[src/rtl/ibex_mult_pext_seq.sv]
// ibex_mult_pext_seq
// -----------------------------------------------------------------------------
// Multi-phase sequencer for the P-extension multiplier. Accepts one decoded
// multiply op per handshake, steps the shared multiplier datapath through
// 1..MaxMulPhases multiply phases plus an optional accumulate phase, then holds
// a result-valid handshake toward ID/EX until it is consumed.
//
// Build option: define IBEX_MULT_PEXT_SEQ_BYPASS_EN to let single-phase,
// non-accumulating ops complete in their accept cycle from IDLE.
//
// Ports:
//   clk_i, rst_ni          clock, asynchronous active-low reset
//   op_valid_i/op_ready_o  op handshake from decode
//   mode_i, mul_phases_i, accum_i, accum_sub_i, crossed_i  decoded op fields
//   kill_i                 flush the current op (wins over everything)
//   mul_en_o, phase_o      multiplier active / current 0-based phase
//   imd_we_o               write intermediate register (non-final phase)
//   acc_en_o               accumulate phase active
//   res_we_o               capture result this cycle
//   mode_o, accum_sub_o, crossed_o  latched op fields (0 while idle)
//   result_valid_o/result_ready_i   result handshake toward ID/EX
//   busy_o                 sequencer not idle
//   state_o                debug view of the FSM state
//
// Handshakes: a transfer happens in a cycle where valid and ready are both
// high at the rising clock edge; valid never depends on ready, and once
// result_valid_o rises it stays high until result_ready_i (or kill_i / reset).
// -----------------------------------------------------------------------------
module ibex_mult_pext_seq #(
  parameter int MaxMulPhases = 2,
  parameter int PhW = (MaxMulPhases > 1) ? $clog2(MaxMulPhases) : 1
) (
  input  logic           clk_i,
  input  logic           rst_ni,
  input  logic           op_valid_i,
  output logic           op_ready_o,
  input  logic [1:0]     mode_i,
  input  logic [PhW:0]   mul_phases_i,
  input  logic           accum_i,
  input  logic [1:0]     accum_sub_i,
  input  logic           crossed_i,
  input  logic           kill_i,
  output logic           mul_en_o,
  output logic [PhW-1:0] phase_o,
  output logic           imd_we_o,
  output logic           acc_en_o,
  output logic           res_we_o,
  output logic [1:0]     mode_o,
  output logic [1:0]     accum_sub_o,
  output logic           crossed_o,
  output logic           result_valid_o,
  input  logic           result_ready_i,
  output logic           busy_o,
  output logic [1:0]     state_o
);

  typedef enum logic [1:0] {
    IDLE = 2'd0,
    MUL  = 2'd1,
    ACC  = 2'd2,
    DONE = 2'd3
  } state_e;

  localparam logic [PhW:0] MaxPh = (PhW+1)'(MaxMulPhases);

  state_e         state_q, state_d;
  logic [PhW-1:0] cnt_q, cnt_d;
  logic [PhW-1:0] last_q, last_d;
  logic           accum_q;
  logic [1:0]     mode_q, accum_sub_q;
  logic           crossed_q;
  logic           load;       // latch op fields this cycle
  logic           clear;      // wipe op fields (kill)
  logic           kill;
  logic [PhW:0]   eff, eff_m1;
  logic [PhW-1:0] eff_last;
  logic           bypass_ok;

  // Phase-count clamp: 0 means one phase, oversize saturates at the maximum.
  always_comb begin
    if (mul_phases_i == '0)        eff = (PhW+1)'(1);
    else if (mul_phases_i > MaxPh) eff = MaxPh;
    else                           eff = mul_phases_i;
    eff_m1   = eff - (PhW+1)'(1);
    eff_last = eff_m1[PhW-1:0];
  end

`ifdef IBEX_MULT_PEXT_SEQ_BYPASS_EN
  assign bypass_ok = (eff == (PhW+1)'(1)) && !accum_i;
`else
  assign bypass_ok = 1'b0;
`endif

  // While reset is held the outputs must show reset values, so neither an
  // offered op nor a kill may shape them.
  assign kill = kill_i & rst_ni;

  always_comb begin
    state_d        = state_q;
    cnt_d          = cnt_q;
    last_d         = last_q;
    load           = 1'b0;
    clear          = 1'b0;
    op_ready_o     = 1'b0;
    mul_en_o       = 1'b0;
    phase_o        = '0;
    imd_we_o       = 1'b0;
    acc_en_o       = 1'b0;
    res_we_o       = 1'b0;
    result_valid_o = 1'b0;

    unique case (state_q)
      IDLE: begin
        op_ready_o = 1'b1;
        if (op_valid_i && !kill && rst_ni) begin
          load   = 1'b1;
          cnt_d  = '0;
          last_d = eff_last;
          if (bypass_ok) begin
            // Result produced in the accept cycle; park in DONE only if the
            // consumer cannot take it right away.
            mul_en_o       = 1'b1;
            res_we_o       = 1'b1;
            result_valid_o = 1'b1;
            state_d        = result_ready_i ? IDLE : DONE;
          end else begin
            state_d = MUL;
          end
        end
      end
      MUL: begin
        mul_en_o = 1'b1;
        phase_o  = cnt_q;
        if (cnt_q != last_q) begin
          imd_we_o = 1'b1;
          cnt_d    = cnt_q + 1'b1;
        end else if (accum_q) begin
          state_d = ACC;
        end else begin
          res_we_o = 1'b1;
          state_d  = DONE;
        end
      end
      ACC: begin
        acc_en_o = 1'b1;
        res_we_o = 1'b1;
        state_d  = DONE;
      end
      DONE: begin
        result_valid_o = 1'b1;
        if (result_ready_i) begin
          // Result consumed: ready for the next op in the same cycle.
          op_ready_o = 1'b1;
          state_d    = IDLE;
          if (op_valid_i) begin
            load    = 1'b1;
            cnt_d   = '0;
            last_d  = eff_last;
            state_d = MUL;
          end
        end
      end
      default: state_d = IDLE;
    endcase

    if (kill) begin
      state_d        = IDLE;
      cnt_d          = '0;
      last_d         = '0;
      load           = 1'b0;
      clear          = 1'b1;
      op_ready_o     = 1'b0;
      result_valid_o = 1'b0;
      res_we_o       = 1'b0;
      imd_we_o       = 1'b0;
    end
  end

  always_ff @(posedge clk_i or negedge rst_ni) begin
    if (!rst_ni) begin
      state_q     <= IDLE;
      cnt_q       <= '0;
      last_q      <= '0;
      accum_q     <= 1'b0;
      mode_q      <= '0;
      accum_sub_q <= '0;
      crossed_q   <= 1'b0;
    end else begin
      state_q <= state_d;
      cnt_q   <= cnt_d;
      last_q  <= last_d;
      if (clear) begin
        accum_q     <= 1'b0;
        mode_q      <= '0;
        accum_sub_q <= '0;
        crossed_q   <= 1'b0;
      end else if (load) begin
        accum_q     <= accum_i;
        mode_q      <= mode_i;
        accum_sub_q <= accum_sub_i;
        crossed_q   <= crossed_i;
      end
    end
  end

  assign busy_o      = (state_q != IDLE);
  assign state_o     = state_q;
  // Latched fields are only meaningful while an op is in flight.
  assign mode_o      = busy_o ? mode_q      : 2'b00;
  assign accum_sub_o = busy_o ? accum_sub_q : 2'b00;
  assign crossed_o   = busy_o ? crossed_q   : 1'b0;

endmodule

[config.mk]
export PLATFORM = sky130hd
export DESIGN_NAME = ibex_mult_pext_seq
export DESIGN_NICKNAME = d
export VERILOG_FILES = /design/src/rtl/ibex_mult_pext_seq.sv
export SDC_FILE = /design/constraint.sdc
export NUM_CORES = 1
export LEC_CHECK = 0
export CAP_MARGIN = 20
export CORE_MARGIN = 4
export CORE_UTILIZATION = 45
export DETAILED_ROUTE_END_ITERATION = 10
export PLACE_DENSITY = 0.91
export SYNTH_ARGS = -nofsm -noshare
export SYNTH_HDL_FRONTEND = slang
export SYNTH_SLANG_ARGS = --single-unit
[constraint.sdc]
create_clock -name clk_i -period 2.7 [get_ports clk_i]
set_input_delay 0.54 -clock clk_i [delete_from_list [all_inputs] [get_ports clk_i]]
set_output_delay 0.54 -clock clk_i [all_outputs]
set_load 0.01 [all_outputs]
==> results of run 1 <==
[cells by family after synthesis]
kind of cell / count (synthesis) / share of synthesized area [%]
fa+ha+maj: 5 / 8.98
xor+xnor: 1 / 1.26
compound gates: 16 / 21.0
simple gates: 25 / 22.3
flops: 10 / 35.9
mux: 4 / 5.75
buf+inv: 5 / 4.85
[state kept, by name (all words and copies together), names as in the netlist]
| register | flops |
|---|---|
| accum_q | 1 |
| cnt_q | 1 |
| crossed_q | 1 |
| state_o | 2 |
| accum_sub_q | 2 |
| last_q | 1 |
| mode_q | 2 |
[Yosys cell counts, drive strengths merged]
cell type	number	area, um2
a211o	1	8.76
a21o	2	16.3
a21oi	2	13.8
a22o	6	52.6
a31oi	1	6.26
a32oi	1	16.3
and2	3	18.8
and2b	2	15.0
and3	1	11.3
buf	2	22.5
dfrtp	10	250
ha	5	62.6
inv	3	11.3
mux2i	4	40.0
nand2	3	11.3
nand2b	2	12.5
nand4	1	6.26
nor2	4	15.0
nor2b	6	37.5
nor3	2	15.0
nor3b	1	12.5
o21ai	1	5.00
o21bai	1	18.8
o2bb2ai	1	8.76
xor2	1	8.76
[how the worst min path moves through the flow]
stage | start | endpoint | slack, ns | cells past startpoint
after floorplan | rst_ni | accum_q$_DFFE_PN0P_ | 0.24 | 0
after global placement | accum_sub_q[0]$_DFFE_PN0P_ | accum_sub_q[0]$_DFFE_PN0P_ | 0.48 | 1
after detailed placement | mode_q[0]$_DFFE_PN0P_ | mode_q[0]$_DFFE_PN0P_ | 0.48 | 1
after CTS | accum_sub_q[0]$_DFFE_PN0P_ | accum_sub_q[0]$_DFFE_PN0P_ | 0.50 | 1
after global routing | accum_sub_q[0]$_DFFE_PN0P_ | accum_sub_q[0]$_DFFE_PN0P_ | 0.52 | 1
final | accum_sub_q[0]$_DFFE_PN0P_ | accum_sub_q[0]$_DFFE_PN0P_ | 0.49 | 1
[worst max-delay path: stages, from the launching register on]
cell             delay [ns]
dfrtp_1                0.41
inv_1                  0.17
ha_4                   0.19
nor2b_1                0.16
nor2b_1                0.16
nor2_1                 0.06
nor2_1                 0.08
clkdlybuf4s50_1        0.54
[per-stage QoR]
| stage | instances | setup slack, ns |
|---|---|---|
| after floorplan | 66 | 0.862 |
| after global placement | 110 | 0.184 |
| after detailed placement | 110 | 0.185 |
| after CTS | 113 | 0.0689 |
| after global routing | 113 | 0.0265 |
| final | 113 | 0.149 |
[power groups by stage]
stage / Clock (mW) / Sequential, mW / Combinational [mW]
floorplan: 0 / 0.252 / 0.430
global placement: 0 / 0.253 / 0.696
detailed placement: 0 / 0.258 / 0.710
CTS: 0.108 / 0.255 / 0.717
global route: 0.113 / 0.267 / 0.797
finish: 0.101 / 0.259 / 0.731
[repair_timing]
item	CTS	global route
gates resized for setup	0	2
setup buffers	0	0
endpoints found under the setup margin	0	1
[per-layer routing]
layer	vias to the layer above	routed length (um)	global-route usage, %	share of wire, %
met3	4	82	6.13	4.7
met1	304	749	23.1	43
met2	17	877	29.9	51
met5	-	0	0	0
met4	0	22	8.29	1.3
li1	298	-	-	-
[cells in the final DEF, fill, tap and decap left out, types with 2 or more instances in the layout]
cell / instances
mux2i_1: 4
nor2b_1: 6
clkbuf_4: 3
ha_1: 4
buf_4: 5
inv_1: 3
nor2_1: 4
and2b_1: 2
and2_1: 3
a22o_1: 6
nand2_1: 3
clkdlybuf4s50_1: 26
dfrtp_1: 10
nand2b_1: 2
[cell type report]
cell class | instances | area share (%)
Multi-Input combinational cell | 51 | 41.5
Timing Repair Buffer | 31 | 29.0
Inverter | 3 | 1.10
Tap cell | 15 | 1.83
Clock buffer | 3 | 2.20
Sequential cell | 10 | 24.4
==> metrics.md, run 1 <==
| Metric | Value |
|---|---|
| Outcome | finished clean |
| IO buf count | 26 |
| Max-slew violation count | 0 |
| Internal power | ~0.65 mW |
| Total of max-cap violations | 0 |
| Gpl congestion | ~0.80 |
| Worst hold path type | reg -> reg |
| Slew HR | slightly above 70% |
| Syn Std Cell Area | ~700 um2 |
| Ant. Diodes | 0 |
| R2R Path End | mode_q[0]$_DFFE_PN0P_ |
| R2r worst-path depth | 7 |
| Number of hold buffers added after CTS | 0 |
| Skew final | slightly below 0.009 ns |
| P_sw | 0.437 mW |
| Die area | between 2000 and 2500 um2 |
| CTS tree | yes |
| Sequential share of power | between 20% and 30% |
| Hold Slack | between 0.4 and 0.5 ns |
| Filler instances | between 100 and 150 |
| CTS H-Tree Depth | 1 |
| Max Fclk | just under 0.4 GHz |
| Gr ovfl total | 0 |
| Multi-input logic area | 425 um2 |
| Router iterations before antenna repair | 4 |
| Worst-Margin Slew | between 0.4 and 0.5 ns |
| Synthesized flop and latch total | 10 |
| Clock tree buffer depth | 2 |
| Core area | 1380 um2 |
| Top-Level Pins | 28 |
| First-pass GRT wire length | 2790 um |
| Via count | 623 |
| Placed Area | between 900 and 1000 um2 |
| Avg Synthesized Cell Area | around 11 um2 |
| Min cycle time layout | about 2.6 ns |
| Pwr/cell area | ~1100 nW/um2 |
| Register area | roughly 250 um2 |
| Inserted Clock Buffers | 3 |
| Worst Setup Start Kind | flip-flop |
| Reg2reg setup slack | around 0.84 ns |
| Nets | approximately 120 |
| Total track usage | between 10% and 20% |
| Total clock sinks | 10 |
| Rows | 13 |
| WL final | ~1700 um |
| Mapped Nets | between 80 and 90 |
| Initial antenna violation count | 0 |
| Sw frac | roughly two fifths |
| Die H | 47.4 um |
| ANT nets after route | 0 |
| Setup-failing EPs final | 0 |
| CP endpoint | res_we_o |
| Tcrit/Tclk final | between 90% and 100% |
| Routed vias/inst | around 5.5 |
| Final Hold Viols | 0 |
| Post-layout util | roughly three quarters |
| Post-DR wirelength/cell | 15.3 um |
| Cell count after synthesis | 66 |
| Clk_lat worst skew | approximately 0.27 ns |
| Largest net degree at the start of global routing | 8 |
| Synth unique cells | 28 |
| Synth-to-Final Area Change | 47.2% |
| CP startpoint | state_o[1]$_DFFE_PN0P_ |
| Tot Pwr | 1.09 mW |
| Die W | ~47 um |
| HPWL Detailed | around 1400 um |
| DRT iter0 DRCs | 23 |
| Crit path max fanout | 6 |
| # DRC | 0 |
| RSZ-0062 raised after global routing | no |
| Design Area, Final | ~1000 um2 |
| Setup TNS | 0 ns |
| CP arrival | between 2 and 2.5 ns |
| Via count of the first global-routing pass | between 600 and 700 |
| CTS Root Buffer Type | clkbuf_4 |
| Clock share of power | under 10% |
| Leak | about 0.47 nW |
| Peak VDD IR | 0.680 mV |
| Synth warn | 0 |
| Register area share after synthesis | between 30% and 40% |
| Worst reg2reg startpoint | state_o[0]$_DFFE_PN0P_ |
| CP Capture Type | output port |
| Clk slew on worst S/H paths | 0.06 ns |
| Required @ worst endpoint | ~2.2 ns |
| Layout cells sized above 1 | between 10% and 20% |
| Initial Utilization | 50.4% |
| Logic pwr share | approximately two thirds |
| Critical path class | reg -> out |
No activity file was read; power rests on OpenSTA's default activity.
==> run 2, diff against run 1 <==
==> constraint.sdc (replaced) <==
create_clock -name clk_i -period 3.25 [get_ports clk_i]
set_input_delay 0.65 -clock clk_i [delete_from_list [all_inputs] [get_ports clk_i]]
set_output_delay 0.65 -clock clk_i [all_outputs]
set_load 0.01 [all_outputs]
==> run 2 against run 1 <==
  * Non-clock buffer count fell by 3
  * Final cell count fell by 2.7%
  * Total power fell by 19%
  * Hold slack improved by 0.0040 ns
==> metrics.md, run 2 (synthesis gave the netlist of run 1 again) <==
| Metric | Value |
|---|---|
| Max Fclk | 0.346 GHz |
| Router iterations before antenna repair | 4 |
| Max-slew violation count | 0 |
| Synth-to-Final Area Change | 42.2% |
| Worst hold path type | reg -> reg |
| Min cycle time layout | 2.89 ns |
| CP Capture Type | output port |
| Number of hold buffers added after CTS | 0 |
| Clk slew on worst S/H paths | around 0.06 ns |
| Total clock sinks | 10 |
| Pwr/cell area | between 800 and 900 nW/um2 |
| Outcome | finished clean |
| Clock tree buffer depth | 2 |
| Via count | 608 |
| Post-CTS Setup Bufs | 0 |
| Skew final | about 0.00047 ns |
| RSZ-0062 raised after global routing | no |
| Peak VDD IR | a little over 0.6 mV |
| Gpl congestion | 0.838 |
| Final Hold Viols | 0 |
| ANT nets after route | 0 |
| DRT iter0 DRCs | 14 |
| Resized Gates After CTS | 0 |
| Setup TNS | 0 ns |
| Clock share of power | under 10% |
| Most frequent cells in the layout | 26 x clkdlybuf4s50_1, 10 x dfrtp_1, 6 x nor2b_1, 6 x a22o_1, 5 x ha_1 |
| IO buf count | 26 |
| Cells along the critical path | clkdlybuf4s50_1 > nand2_1 > nand2_1 > nor2_1 > clkdlybuf4s50_1 |
| Core area | around 1400 um2 |
| Slowest-stage cell, CP | clkdlybuf4s50_1 |
| CP arrival | ~2.2 ns |
| CTS Root Buffer Type | clkbuf_4 |
| Tcrit/Tclk final | about nine tenths |
| Sequential share of power | a little under a quarter |
| Required @ worst endpoint | 2.60 ns |
| Crit path max fanout | 8 |
| Initial Utilization | around 50% |
| Total track usage | 18.8% |
| HPWL Detailed | between 1000 and 1500 um |
| Logic pwr share | about two thirds |
| Ant. Diodes | 0 |
| Slowest stage delay, CP | about 0.57 ns |
| Routed vias/inst | ~5.5 |
| Clk_lat worst skew | between 0.2 and 0.3 ns |
| Via count of the first global-routing pass | 625 |
| Internal power | 0.526 mW |
| CTS tree | yes |
| Slew HR | around 71% |
| DP Worst Slack | roughly 0.35 ns |
| First-pass GRT wire length | ~2900 um |
| Total of max-cap violations | 0 |
| Commonest non-fill, non-tap cell in the layout | clkdlybuf4s50_1 |
| Gr ovfl total | 0 |
| Post-DR wirelength/cell | roughly 16 um |
| Top-Level Pins | 28 |
| Inserted Clock Buffers | 3 |
| Rows | 13 |
| Setup-failing EPs final | 0 |
| Worst Setup Start Kind | input pin |
| Layout cells sized above 1 | 12.6% |
| CTS H-Tree Depth | 1 |
| Nets | ~120 |
| Die W | around 47 um |
| Busiest grt layer | met2 |
| Largest net degree at the start of global routing | 11 |
| Die H | 47.4 um |
| Sw frac | 40.3% |
| Die area | roughly 2200 um2 |
| Worst setup margin | around 0.36 ns |
| WL final | around 1700 um |
| Critical path class | in -> out |
| Met1 usage | roughly a quarter |
| Leak | around 0.45 nW |
| # DRC | 0 |
| Filler instances | 106 |
| P_sw | about 0.36 mW |
| Met3 usage | 4.98% |
| Initial antenna violation count | 0 |
| Met2 track demand over resource | 28.9% |
| Worst-Margin Slew | between 0.4 and 0.5 ns |
==> run 2: critical path: cells and delay by family <==
| kind | cells | cell delay (ns) |
|---|---|---|
| buf+inv | 2 | 1.13 |
| simple gates | 3 | 0.46 |
==> run 2: layout make-up <==
| class | count | area, um2 | share of cell area [%] |
|---|---|---|---|
| Multi-Input combinational cell | 51 | 413 | 41.7 |
| Timing Repair Buffer | 28 | 275 | 27.8 |
| Sequential cell | 10 | 250 | 25.3 |
| Tap cell | 15 | 18.8 | 1.89 |
| Clock buffer | 3 | 22.5 | 2.27 |
| Inverter | 3 | 11.3 | 1.14 |
==> run 2: metrics by stage <==
stage               area, um2  power [mW]  hold slack (ns)  instances  utilization (%)
floorplan                 697       0.567            0.354         66                -
detailed placement        968       0.793            0.476        107             70.0
finish                    991       0.882            0.497        110             71.7
CTS                       991       0.884            0.499        110             71.7
global placement          968       0.777            0.476        107             70.0
global route              991       0.958            0.528        110             71.7
==> run 2: final timing paths <==
kind | from | to | slack [ns] | depth (start not counted)
worst max-delay path | rst_ni | res_we_o | 0.36 | 5
worst min-delay path | accum_sub_q[0]$_DFFE_PN0P_ | accum_sub_q[0]$_DFFE_PN0P_ | 0.50 | 1
worst max register to register | state_o[0]$_DFFE_PN0P_ | accum_sub_q[0]$_DFFE_PN0P_ | 1.38 | 6
worst min register to register | accum_sub_q[0]$_DFFE_PN0P_ | accum_sub_q[0]$_DFFE_PN0P_ | 0.50 | 1
max in group asynchronous | rst_ni | accum_sub_q[1]$_DFFE_PN0P_ | 2.18 | 2
min in group asynchronous | rst_ni | cnt_q$_DFFE_PN0P_ | 0.64 | 1
==> run 2: layer usage <==
layer	up-vias	share of wire, %	wire length [um]
li1	293	-	-
met1	290	44	765
met2	21	49	838
met3	4	5.6	97
met4	0	1.1	19
met5	-	0	0
==> run 2: power by group through the flow <==
stage	sequential [mW]	clock, mW	combinational [mW]
3_3_place_gp	0.210	0	0.567
2_1_floorplan	0.210	0	0.357
6_report	0.212	0.0851	0.585
5_1_grt	0.220	0.0932	0.645
3_5_place_dp	0.213	0	0.580
4_1_cts	0.211	0.0851	0.588
